--- config.mk ---
export PLATFORM = sky130hd
export DESIGN_NAME = rename_stage
export DESIGN_NICKNAME = d
export VERILOG_FILES = /design/src/rtl/rename_stage.sv
export SDC_FILE = /design/constraint.sdc
export NUM_CORES = 2
export LEC_CHECK = 0
export BUFFER_PORTS_ARGS = -buffer_cell sky130_fd_sc_hd__buf_2
export CORE_MARGIN = 2
export CORE_UTILIZATION = 45
export DETAILED_ROUTE_END_ITERATION = 12
export PLACE_DENSITY = 0.68
export SYNTH_ARGS = -nofsm -noshare
export SYNTH_HDL_FRONTEND = slang
export SYNTH_SLANG_ARGS = --single-unit
--- constraint.sdc ---
create_clock -name clk -period 4.1 [get_ports clk]
set_input_delay 0.82 -clock clk [delete_from_list [all_inputs] [get_ports clk]]
set_output_delay 0.82 -clock clk [all_outputs]
set_load 0.03 [all_outputs]
--- src/rtl/rename_stage.sv ---
// rename_stage: single-issue register rename between decode and the issue queue.
// X0-X30 are renamed through a speculative map (SRAT). A committed map (CRAT)
// lets a flush restore the SRAT in a single cycle. X31 (XZR) is never renamed.
//
// Ports:
//   clk, rst_n                  clock (rising edge), async active-low reset
//   in_valid/in_ready           decode handshake
//   in_rd/in_rn/in_rm/in_wen    architectural uop fields
//   alloc_en/alloc_phys/alloc_valid   free-list allocate port
//   free_en/free_phys           free-list return port (combinational)
//   out_valid/out_ready         issue handshake
//   out_prd/out_prn/out_prm/out_old_prd/out_rd/out_wen/out_rn_zr/out_rm_zr
//                               registered renamed uop
//   commit_en/commit_rd/commit_phys/commit_old_phys   ROB retirement
//   rel_en/rel_phys/rel_ready   ROB returns a squashed tag
//   flush                       recovery: SRAT <- CRAT
module rename_stage #(
  parameter int ARCH_REGS = 32,
  parameter int PHYS_REGS = 64,
  localparam int AW = $clog2(ARCH_REGS),
  localparam int PW = $clog2(PHYS_REGS)
) (
  input  logic          clk,
  input  logic          rst_n,
  input  logic          in_valid,
  output logic          in_ready,
  input  logic [AW-1:0] in_rd,
  input  logic [AW-1:0] in_rn,
  input  logic [AW-1:0] in_rm,
  input  logic          in_wen,
  output logic          alloc_en,
  input  logic [PW-1:0] alloc_phys,
  input  logic          alloc_valid,
  output logic          free_en,
  output logic [PW-1:0] free_phys,
  output logic          out_valid,
  input  logic          out_ready,
  output logic [PW-1:0] out_prd,
  output logic [PW-1:0] out_prn,
  output logic [PW-1:0] out_prm,
  output logic [PW-1:0] out_old_prd,
  output logic [AW-1:0] out_rd,
  output logic          out_wen,
  output logic          out_rn_zr,
  output logic          out_rm_zr,
  input  logic          commit_en,
  input  logic [AW-1:0] commit_rd,
  input  logic [PW-1:0] commit_phys,
  input  logic [PW-1:0] commit_old_phys,
  input  logic          rel_en,
  input  logic [PW-1:0] rel_phys,
  output logic          rel_ready,
  input  logic          flush
);

  localparam logic [AW-1:0] XZR       = AW'(ARCH_REGS - 1);
  localparam logic [AW-1:0] INIT_LAST = AW'(ARCH_REGS - 2);

  typedef enum logic [0:0] {ST_INIT = 1'b0, ST_RUN = 1'b1} state_t;

  state_t        state_r;
  state_t        state_nxt_s;
  logic [AW-1:0] init_cnt_r;
  logic [PW-1:0] srat_r [ARCH_REGS];
  logic [PW-1:0] crat_r [ARCH_REGS];
  logic          need_alloc_s;
  logic          fire_s;
  logic          commit_wr_s;

  // Next state, handshakes and the free-list ports.
  always_comb begin
    state_nxt_s  = state_r;
    in_ready     = 1'b0;
    alloc_en     = 1'b0;
    fire_s       = 1'b0;
    commit_wr_s  = 1'b0;
    rel_ready    = 1'b0;
    free_en      = 1'b0;
    free_phys    = {PW{1'b0}};
    need_alloc_s = in_wen && (in_rd != XZR);
    case (state_r)
      ST_INIT: begin
        // Keep requesting while out of reset; the free list hands out P0..P30.
        alloc_en = rst_n;
        if (alloc_valid && (init_cnt_r == INIT_LAST)) begin
          state_nxt_s = ST_RUN;
        end else begin
          state_nxt_s = ST_INIT;
        end
      end
      ST_RUN: begin
        in_ready    = !flush && (!out_valid || out_ready);
        // alloc_en is a request only; a missing tag simply blocks the fire.
        alloc_en    = in_valid && in_ready && need_alloc_s;
        fire_s      = in_valid && in_ready && (need_alloc_s ? alloc_valid : 1'b1);
        commit_wr_s = commit_en && (commit_rd != XZR);
        rel_ready   = !commit_en;
        if (commit_wr_s) begin
          free_en   = 1'b1;
          free_phys = commit_old_phys;
        end else if (rel_en && rel_ready) begin
          free_en   = 1'b1;
          free_phys = rel_phys;
        end else begin
          free_en   = 1'b0;
          free_phys = {PW{1'b0}};
        end
      end
      default: begin
        state_nxt_s = ST_INIT;
      end
    endcase
  end

  // State register and init counter.
  always_ff @(posedge clk or negedge rst_n) begin
    if (!rst_n) begin
      state_r    <= ST_INIT;
      init_cnt_r <= {AW{1'b0}};
    end else begin
      state_r <= state_nxt_s;
      if ((state_r == ST_INIT) && alloc_valid) begin
        init_cnt_r <= init_cnt_r + AW'(1);
      end
    end
  end

  // Rename tables: init fill, commit into CRAT, speculative write or flush restore of SRAT.
  always_ff @(posedge clk or negedge rst_n) begin
    if (!rst_n) begin
      for (int i = 0; i < ARCH_REGS; i++) begin
        srat_r[i] <= {PW{1'b0}};
        crat_r[i] <= {PW{1'b0}};
      end
    end else if (state_r == ST_INIT) begin
      if (alloc_valid) begin
        srat_r[init_cnt_r] <= alloc_phys;
        crat_r[init_cnt_r] <= alloc_phys;
      end
    end else begin
      if (commit_wr_s) begin
        crat_r[commit_rd] <= commit_phys;
      end
      if (flush) begin
        // Restore from CRAT, forwarding this cycle's commit.
        for (int i = 0; i < ARCH_REGS; i++) begin
          if (commit_wr_s && (commit_rd == AW'(i))) begin
            srat_r[i] <= commit_phys;
          end else begin
            srat_r[i] <= crat_r[i];
          end
        end
      end else if (fire_s && need_alloc_s) begin
        srat_r[in_rd] <= alloc_phys;
      end
    end
  end

  // Output register towards the issue queue.
  always_ff @(posedge clk or negedge rst_n) begin
    if (!rst_n) begin
      out_valid   <= 1'b0;
      out_prd     <= {PW{1'b0}};
      out_prn     <= {PW{1'b0}};
      out_prm     <= {PW{1'b0}};
      out_old_prd <= {PW{1'b0}};
      out_rd      <= {AW{1'b0}};
      out_wen     <= 1'b0;
      out_rn_zr   <= 1'b0;
      out_rm_zr   <= 1'b0;
    end else if (fire_s) begin
      // Sources read the SRAT before this uop's own destination write.
      out_valid   <= 1'b1;
      out_prn     <= (in_rn == XZR) ? {PW{1'b0}} : srat_r[in_rn];
      out_prm     <= (in_rm == XZR) ? {PW{1'b0}} : srat_r[in_rm];
      out_prd     <= need_alloc_s ? alloc_phys : {PW{1'b0}};
      out_old_prd <= need_alloc_s ? srat_r[in_rd] : {PW{1'b0}};
      out_rd      <= in_rd;
      out_wen     <= need_alloc_s;
      out_rn_zr   <= (in_rn == XZR);
      out_rm_zr   <= (in_rm == XZR);
    end else if (flush || out_ready) begin
      out_valid <= 1'b0;
    end else begin
      out_valid <= out_valid;
    end
  end

endmodule
==> run_results.csv <==
group,metric,value,unit
clock_tree,clockBufferDepth,3,
sta,worstMarginPinSlew,1.23,ns
logic_synthesis,post_synth.cell_area_avg,10.1,sq um
worst_setup_path,cp.arrival,2.57,ns
die,core.rowCount,90,
clock_tree,cts_tree,"yes",
sta,hold_slack,0.108,ns
worst_setup_path,path_delay_family,"simple AND/OR/NAND/NOR gates",
sta,worst_slack,0.711,ns
worst_setup_path,worst_ep_required_time,3.28,ns
worst_setup_path,start_kind,"flip-flop",
clock_tree,root_buffer,"clkbuf_16",
worst_setup_path,critPathKind,"flip-flop to primary output",
logic_synthesis,synth_area,0.0277,sq mm
logic_synthesis,ys_warn_count,0,
worst_setup_path,endpoint_kind,"primary output",
clock_tree,postCtsSetupBuffers,0,
grt,first_global_vias,24947,
routing,vias,26097,
die,pin_count,96,
worst_setup_path,path_buf_inv,1,
power_and_ir_drop,p_per_area,593,mW/mm^2
power_and_ir_drop,fin_total_pwr,18.3,mW
finish,fin_area,0.0309,sq mm
routing,ant_nets,0,
sta,final.min_clock_period,3.39,ns
clock_tree,cts_made_buffers,49,
power_and_ir_drop,p_clk_share,25.3,%
logic_synthesis,synthFlopType,"dfrtp_1",
status,status,"completed",
finish,drive_gt1_share,23.4,%
sta,final.period_utilization,82.7,%
sta,maxSlewViolCount,0,
grt,grt_antenna_before_repair,9,
finish,nFillCells,5430,
sta,hold_viol_final,0,
clock_tree,numClockSinks,423,
logic_synthesis,synth.ff_latch_count,423,
power_and_ir_drop,combPwrFrac,35.0,%
routing,wl_per_cell,33.5,um
die,die_height,252,um
routing,drt_iter0_drc,4002,
grt,grt_overflow,0,
finish,syn_to_final_growth,11.6,%
sta,setup_viol,0,
die,coreArea,0.0606,sq mm
grt,grt_pass1_wl,173000,um
routing,viasPerCell,7.32,
power_and_ir_drop,sw_frac_of_total,39.6,%
clock_tree,cts.repair.resized,0,
worst_setup_path,crit_chain,"nor2b_1 > nand3_1 > o22ai_1 > buf_2",
routing,routed_wl,119000,um
sta,slew_headroom,17.3,%
logic_synthesis,synth-edff-count,0,
clock_tree,h-tree-depth,2,
power_and_ir_drop,vdd_drop_max,374,uV
grt,grt_max_degree,177,
clock_tree,holdBufCountCts,0,
routing,drc,0,
sta,clock_skew,0.0283,ns
job,max-cap-violations,0,
worst_hold_path,hold_path.class,"input port to asynchronous set/reset pin",
clock_tree,clk_pin_slew_worst_paths,0.06,ns
worst_setup_path,worst-path-max-fanout,23,
sta,setup_tns,0,ns
logic_synthesis,synth_seq_area_share,38.2,%
logic_synthesis,synthCells,2735,
worst_setup_path,cp_slowest_stage_delay,0.63,ns
die,dieArea,0.0636,sq mm
placement,place_area,0.0293,sq mm
power_and_ir_drop,p_seq_share,39.6,%
power_and_ir_drop,p_leak,13.0,nW
placement,portBuffers,95,
power_and_ir_drop,net-switching-power,7.27,mW
clock_tree,clock_latency,0.62,ns
finish,final_nets,2799,
placement,dp_slack,0.711,ns
finish,stdcell_count,3566,
grt,gr-usage-all-layers,37.2,%
sta,grt_setup_unrepaired,"false",
die,floorplan.initialDensity,45.8,%
routing,dr.pass1.iters,10,
logic_synthesis,async_reset_ff_share,100,%
placement,gp_congestion,1.04,
power_and_ir_drop,intPower,11.1,mW
worst_setup_path,critPathSlowestCell,"dfrtp_2",
logic_synthesis,synth_fp_nets,2792,
placement,dp_cells,3473,
finish,utilization,51.1,%
logic_synthesis,synth_cell_type_count,59,
sta,fmax,0.295,GHz
die,die_w,252,um
placement,dp_hpwl,84400,um
==> worst reg2reg max path: stages, from the launching register on <==
cell and delay, ns:
dfrtp_2 0.63, nor2b_1 0.48, nand3_1 0.25, nor3_4 0.71, buf_12 0.29, a31oi_1 0.28, mux2_2 0.36
==> cells in the final DEF, fill, tap and decap left out, types with 6 or more instances in the layout <==
cell type	count
dfrtp_1	422
nand2_1	354
mux2i_1	286
mux2_2	198
o221ai_1	192
nor2_1	188
a31oi_1	117
buf_4	115
mux4_2	99
buf_2	91
o21ai_0	78
a22oi_1	53
nand3_1	51
clkbuf_16	51
o21a_1	50
o22ai_1	38
o211ai_1	32
nand2b_1	28
inv_1	23
a21oi_1	22
a221oi_2	22
nor2b_1	18
a21o_1	18
a22o_1	17
clkbuf_1	16
clkbuf_8	13
nand3b_1	12
a32o_1	12
buf_12	11
nor3_1	10
o31ai_1	8
a221oi_1	8
nor3b_1	7
or3b_2	7
and2_0	7
or3_1	7
nor3_2	7
a311oi_1	7
or2_2	6
nor2b_4	6
==> Yosys cell counts (all sizes together) (9+ instances only) <==
library cell | instances | area, sq um
nand3 | 51 | 255
mux2i | 286 | 2860
o22ai | 38 | 238
inv | 23 | 86.3
nor2b | 25 | 156
dfrtp | 423 | 10600
nand3b | 12 | 90.1
o21ai | 80 | 404
nand2b | 28 | 175
and2 | 10 | 62.6
a22o | 17 | 149
nand2 | 355 | 1330
a31oi | 120 | 769
a21oi | 22 | 110
a221oi | 30 | 400
a22oi | 53 | 398
a21o | 18 | 135
mux4 | 99 | 2230
clkbuf | 191 | 717
nor2 | 193 | 737
mux2 | 199 | 2240
a32o | 12 | 120
o21a | 50 | 375
o221ai | 192 | 1680
buf | 71 | 339
o211ai | 32 | 240
o31ai | 9 | 67.6
nor3 | 18 | 136
==> power groups by stage <==
stage	clock [mW]	combinational, mW	sequential (mW)
final	4.65	6.43	7.28
after global routing	4.83	6.76	7.36
after CTS	4.66	6.19	7.14
after detailed placement	0	6.17	7.21
after global placement	0	6.00	7.10
after floorplan	0	4.13	6.63
==> registers in the layout, indices dropped and copies added (netlist names) <==
name         cells
out_old_prd      6
out_prn          6
out_prm          6
out_wen          1
out_rn_zr        1
out_rd           5
srat_r         192
init_cnt_r       5
state_r          1
out_rm_zr        1
out_prd          6
crat_r         192
out_valid        1
==> layer usage <==
layer	wire length, um	global-route usage (%)
met3	18400	14.2
met1	43700	48.3
met4	9370	24.2
met5	73	0
met2	47800	51.7
==> area by class of cell <==
| cell class | count | area (sq um) | share of cell area [%] |
|---|---|---|---|
| multi-input combinational | 2027 | 16100 | 51.9 |
| timing repair buffer | 218 | 1550 | 5.02 |
| inverter | 23 | 86.3 | 0.279 |
| sequential | 423 | 10600 | 34.2 |
| tap | 782 | 978 | 3.16 |
| clock buffer | 80 | 1520 | 4.90 |
| clock inverter | 10 | 164 | 0.530 |
| antenna | 3 | 7.51 | 0.0243 |
==> path summary, 6_finish.rpt <==
| check | cells after the start | slack, ns | to | startpoint |
|---|---|---|---|---|
| hold reg to reg | 2 | 0.49 | crat_r[185]$_DFFE_PN0P_ | crat_r[185]$_DFFE_PN0P_ |
| hold / removal | 1 | 0.11 | crat_r[98]$_DFFE_PN0P_ | rst_n |
| min in group clk | 2 | 0.49 | crat_r[185]$_DFFE_PN0P_ | crat_r[185]$_DFFE_PN0P_ |
| setup reg to reg | 6 | 0.97 | srat_r[22]$_DFFE_PN0P_ | state_r$_DFF_PN0_ |
| setup / recovery | 4 | 0.71 | alloc_en | state_r$_DFF_PN0_ |
| max in group asynchronous | 2 | 2.58 | crat_r[188]$_DFFE_PN0P_ | rst_n |
==> cells by family (layout without fill, tap and decap cells) <==
| kind of cell | after synthesis | after routing | share of synthesized area, % |
|---|---|---|---|
| mux | 584 | 584 | 26.5 |
| other cells | 0 | 3 | 0 |
| simple gates | 742 | 742 | 12.0 |
| flops | 423 | 423 | 38.2 |
| buf+inv | 285 | 331 | 4.12 |
| compound gates | 694 | 694 | 19.0 |
| fa+ha+maj | 4 | 4 | 0.181 |
| xor+xnor | 3 | 3 | 0.0948 |
No activity file was read; power rests on OpenSTA's default activity.
